--- config.mk ---
export PLATFORM = sky130hd
export DESIGN_NAME = regfile_dump
export DESIGN_NICKNAME = d
export VERILOG_FILES = /design/src/rtl/regfile_dump_pkg.sv /design/src/rtl/regfile_dump_out_reg.sv /design/src/rtl/regfile_dump.sv
export SDC_FILE = /design/constraint.sdc
export NUM_CORES = 1
export LEC_CHECK = 0
export CELL_PAD_IN_SITES_DETAIL_PLACEMENT = 1
export CELL_PAD_IN_SITES_GLOBAL_PLACEMENT = 1
export CORE_ASPECT_RATIO = 1.1
export CORE_MARGIN = 2
export CORE_UTILIZATION = 39
export DETAILED_ROUTE_END_ITERATION = 7
export DONT_BUFFER_PORTS = 1
export GPL_ROUTABILITY_DRIVEN = 0
export MAX_ROUTING_LAYER = met4
export PLACE_DENSITY = 0.75
export SYNTH_ARGS = -nofsm -noshare
export SYNTH_HDL_FRONTEND = slang
export SYNTH_SLANG_ARGS = --single-unit
--- constraint.sdc ---
create_clock -name clk -period 1.91 [get_ports clk]
set_input_delay 0.2865 -clock clk [delete_from_list [all_inputs] [get_ports clk]]
set_output_delay 0.2865 -clock clk [all_outputs]
set_load 0.05 [all_outputs]
--- src/rtl/regfile_dump_pkg.sv ---
// Shared types and default widths for the register-file dump block and the cpu register file.
package regfile_dump_pkg;

  localparam int NREGS_DEF  = 32;
  localparam int ADDR_W_DEF = 5;
  localparam int DATA_W_DEF = 32;

  typedef enum logic [2:0] {
    IDLE,
    HALT_WAIT,
    READ,
    SEND,
    DONE
  } dump_state_t;

endpackage

--- src/rtl/regfile_dump_out_reg.sv ---
// Output holding register for dump streams: captures one {addr, data} beat and
// holds it with valid asserted until the consumer accepts it.
module dump_out_reg #(
  parameter int ADDR_W = 5,
  parameter int DATA_W = 32
) (
  input  logic              clk,
  input  logic              reset,
  input  logic              load,
  input  logic [ADDR_W-1:0] load_addr,
  input  logic [DATA_W-1:0] load_data,
  input  logic              out_ready,
  output logic              out_valid,
  output logic [ADDR_W-1:0] out_addr,
  output logic [DATA_W-1:0] out_data
);

  always_ff @(posedge clk) begin
    if (reset) begin
      out_valid <= 1'b0;
      out_addr  <= '0;
      out_data  <= '0;
    end else if (load) begin
      out_valid <= 1'b1;
      out_addr  <= load_addr;
      out_data  <= load_data;
    end else if (out_valid && out_ready) begin
      out_valid <= 1'b0;
    end
  end

endmodule

--- src/rtl/regfile_dump.sv ---
// Halts the cpu, walks every register through a read port and streams {addr, data} beats.
// Optional build macro REGFILE_DUMP_CHECK_EN adds a single-register expected-value check.
module regfile_dump
  import regfile_dump_pkg::*;
#(
  parameter int NREGS  = NREGS_DEF,
  parameter int ADDR_W = ADDR_W_DEF,
  parameter int DATA_W = DATA_W_DEF
) (
  input  logic              clk,
  input  logic              reset,
  input  logic              start,
  output logic              halt_req,
  input  logic              halted,
  output logic [ADDR_W-1:0] rf_raddr,
  input  logic [DATA_W-1:0] rf_rdata,
  output logic              out_valid,
  input  logic              out_ready,
  output logic [ADDR_W-1:0] out_addr,
  output logic [DATA_W-1:0] out_data,
  output logic              busy,
`ifdef REGFILE_DUMP_CHECK_EN
  input  logic [ADDR_W-1:0] chk_addr,
  input  logic [DATA_W-1:0] chk_expect,
  output logic              chk_valid,
  output logic              chk_pass,
`endif
  output logic              done
);

  localparam logic [ADDR_W-1:0] LAST_IDX = ADDR_W'(NREGS - 1);

  dump_state_t       state;
  logic [ADDR_W-1:0] index;
  logic              accept;

  assign accept   = out_valid && out_ready;
  assign rf_raddr = (state == READ) ? index : '0;

  always_ff @(posedge clk) begin
    if (reset) begin
      state    <= IDLE;
      index    <= '0;
      halt_req <= 1'b0;
      busy     <= 1'b0;
      done     <= 1'b0;
    end else begin
      done <= 1'b0;
      case (state)
        IDLE: begin
          if (start) begin
            state    <= HALT_WAIT;
            index    <= '0;
            halt_req <= 1'b1;
            busy     <= 1'b1;
          end
        end
        HALT_WAIT: begin
          if (halted) state <= READ;
        end
        READ: begin
          state <= SEND;
        end
        SEND: begin
          if (accept) begin
            // Terminal compare on NREGS-1 so the counter never has to wrap.
            if (index == LAST_IDX) begin
              state    <= DONE;
              done     <= 1'b1;
              halt_req <= 1'b0;
            end else begin
              index <= index + ADDR_W'(1);
              state <= READ;
            end
          end
        end
        DONE: begin
          state <= IDLE;
          busy  <= 1'b0;
        end
        default: begin
          state    <= IDLE;
          halt_req <= 1'b0;
          busy     <= 1'b0;
        end
      endcase
    end
  end

  dump_out_reg #(
    .ADDR_W (ADDR_W),
    .DATA_W (DATA_W)
  ) u_out_reg (
    .clk       (clk),
    .reset     (reset),
    .load      (state == READ),
    .load_addr (index),
    .load_data (rf_rdata),
    .out_ready (out_ready),
    .out_valid (out_valid),
    .out_addr  (out_addr),
    .out_data  (out_data)
  );

`ifdef REGFILE_DUMP_CHECK_EN
  logic [ADDR_W-1:0] chk_addr_q;
  logic [DATA_W-1:0] chk_expect_q;

  // Check target is latched at start so the host may change the inputs mid-dump.
  always_ff @(posedge clk) begin
    if (reset) begin
      chk_addr_q   <= '0;
      chk_expect_q <= '0;
      chk_valid    <= 1'b0;
      chk_pass     <= 1'b0;
    end else if (state == IDLE && start) begin
      chk_addr_q   <= chk_addr;
      chk_expect_q <= chk_expect;
      chk_valid    <= 1'b0;
      chk_pass     <= 1'b0;
    end else if (state == SEND && accept) begin
      if (out_addr == chk_addr_q) chk_pass <= (out_data == chk_expect_q);
      if (index == LAST_IDX) chk_valid <= 1'b1;
    end
  end
`endif

endmodule

==> results.toml <==
[worst_setup_path]
path_delay_family = "simple AND/OR/NAND/NOR gates"
cp_data_required_time_ps = 2150
critPathMaxStageDelay_ps = 400
path_class = "reg -> reg"
cp_max_fo = 3
path_buf_inv = 0
crit_slowest_cell = "or4_1"
startpoint_type = "flop"
end_kind = "flop"
cp.arrival_ps = 2060
path_cells = "ha_1, and3_1, ha_2, or3_4, or4_1, nand3_1"

[outcome]
status = "complete, no violations"

[floorplan]
die_area_mm2 = 0.00535
row_count = 26
die_w_um = 69.9
design.core.area_mm2 = 0.00462
fp.dieH_um = 76.5
start_util = 0.404
io_pins = 83

[min_path]
hold_path.class = "in -> reg"

[layout]
diodes = 0
mostFrequentLayoutCell = "nand2_1"
fill_cells = 567
multiInputGateArea_um2 = 798
final_cell_mix = "nand2_1 (78), dfxtp_1 (48), a21oi_1 (42)"
synthToLayoutAreaGrowth_pct = 15.8
drive_gt1_frac = 0.148
fin_area_mm2 = 0.00216
nNetsFinal = 274
post-route-util = 0.468
seq_area_um2 = 982
fin_cells = 292

[logic_synthesis]
netlist_area_mm2 = 0.00187
synth.ff_latch_count = 49
netlist_instances = 225
synth_area_per_cell_um2 = 8.29
synth.yosys.seq_area_share = 0.526
yosys_warnings = 0
synth_nets = 264
ys_types = 30

[power]
p_comb_frac = 0.062
p_leak_nw = 0.810
p_seq_frac = 0.625
p_clk_frac = 0.312
intPower_mw = 1.36
p_sw_mw = 0.545
p_per_area_mw_per_mm2 = 882
power_mw = 1.91
switching_share = 0.286
vdd.ir_drop.worst_v = 0.000400

[timing]
drv_slew = 0
period_share = 0.954
holdWs_ps = 49.2
finalCriticalPeriod_ps = 1820
fin_skew_ps = 5.52
setup_violations = 0
relSlewSlack = 0.636
rsz0062_at_grt = "no"
tightest_slew_ps = 545
tns_ps = 0
hold_violations = 0
max_clock_freq_mhz = 549
finalWorstSetupSlack_ps = 87.5

[cts]
htree_levels = 2
clk_pin_slew_ps = 90
cts_root_buf = "clkbuf_8"
clockBufferDepth = 2
clock_latency_ps = 300
clkSinkCount = 49
cts_tree = "done"
numCtsBuffers = 5

[global_routing]
grt_pass1_wl_mm = 7.55
groute.usage.overall = 0.176
antenna_found_initial = 0
grt_start_max_net_pins = 47
grt_overflow = 0
grt_pass1_vias = 1566

[routing]
drtIter0Drc = 66
viasPerCell = 5.40
first_pass_iters = 4
num_vias = 1576
wl_per_cell_um = 15.3
postRouteAntennaNets = 0
drc = 0
wirelength_mm = 4.48

[placed_design]
port_buffers = 0
pre_cts_slack_ps = 18.3
dp_hpwl_mm = 3.07
place_inst = 281
placed_area_mm2 = 0.00204

[run]
max-cap-violations = 0
cells in the mapped netlist:
master,count,area [um2]
or3_1,1,6.26
nand2_1,78,293
o211ai_1,1,7.51
nor4_1,2,12.5
ha_1,2,25.0
dfxtp_1,49,981
o2111ai_1,1,8.76
or3b_2,1,8.76
and4_1,3,26.3
mux2i_1,2,20.0
nand3_1,2,10.0
o21ai_0,1,5.00
buf_2,7,35.0
nand4_1,1,6.26
a31o_2,1,8.76
a21oi_1,42,210
nand2b_1,3,18.8
inv_1,9,33.8
a2111oi_0,2,17.5
o21a_4,1,15.0
buf_6,1,11.3
or4b_4,1,13.8
and4bb_2,1,12.5
or2_2,1,6.26
or4_1,1,7.51
and3_1,2,12.5
nand3b_1,1,7.51
clkbuf_1,6,22.5
a311o_1,1,10.0
nor3b_2,1,12.5
cell families after synthesis:
kind of cell	share of synthesized area
AOI/OAI and AO/OA	0.152
DFF	0.526
adders and majority gates	0.0134
buffers and inverters	0.0550
and+or+nand+nor	0.243
muxes	0.0107
power by group through the flow:
stage	Combinational, mW	Clock, mW	Sequential (mW)
final	0.118	0.596	1.19
after CTS	0.120	0.627	1.19
after global placement	0.111	0	1.22
after global routing	0.137	0.661	1.20
after detailed placement	0.114	0	1.22
after floorplan	0.100	0	1.21
state kept, by name (all words and copies together) (netlist names):
name and flops:
u_out_reg.out_valid 1, index 5, u_out_reg.out_addr 5, halt_req 1
busy 1, u_out_reg.out_data 32, done 1, state 3
final timing paths:
| check | from | to | slack (ps) | cells after the start |
|---|---|---|---|---|
| max | index[0] | index[2] | 90 | 6 |
| min reg2reg | index[4] | index[4] | 520 | 2 |
| min | reset | u_out_reg.out_data[19] | 50 | 1 |
| max reg2reg | index[0] | index[2] | 90 | 6 |
per-layer routing:
metal / vias up / share of wire / track usage
li1: 767 / - / -
met1: 750 / 0.44 / 0.215
met2: 55 / 0.47 / 0.284
met3: 4 / 0.081 / 0.0595
met4: 0 / 0.0074 / 0.0404
met5: - / 0 / -
cell type report:
cell class | instances | area share
tap | 56 | 0.0324
clock buffer | 5 | 0.0318
inverter | 9 | 0.0156
sequential | 49 | 0.455
timing repair buffer | 17 | 0.0880
multi-input combinational | 153 | 0.369
clock inverter | 3 | 0.00811
what timing repair did:
item | 4_1_cts | 5_1_grt
buffers inserted | 3 | 0
hold buffers | 0 | 0
resized for setup | 1 | 3
endpoints found under the setup margin | 6 | 5
Power figures use the tool's default switching activity.
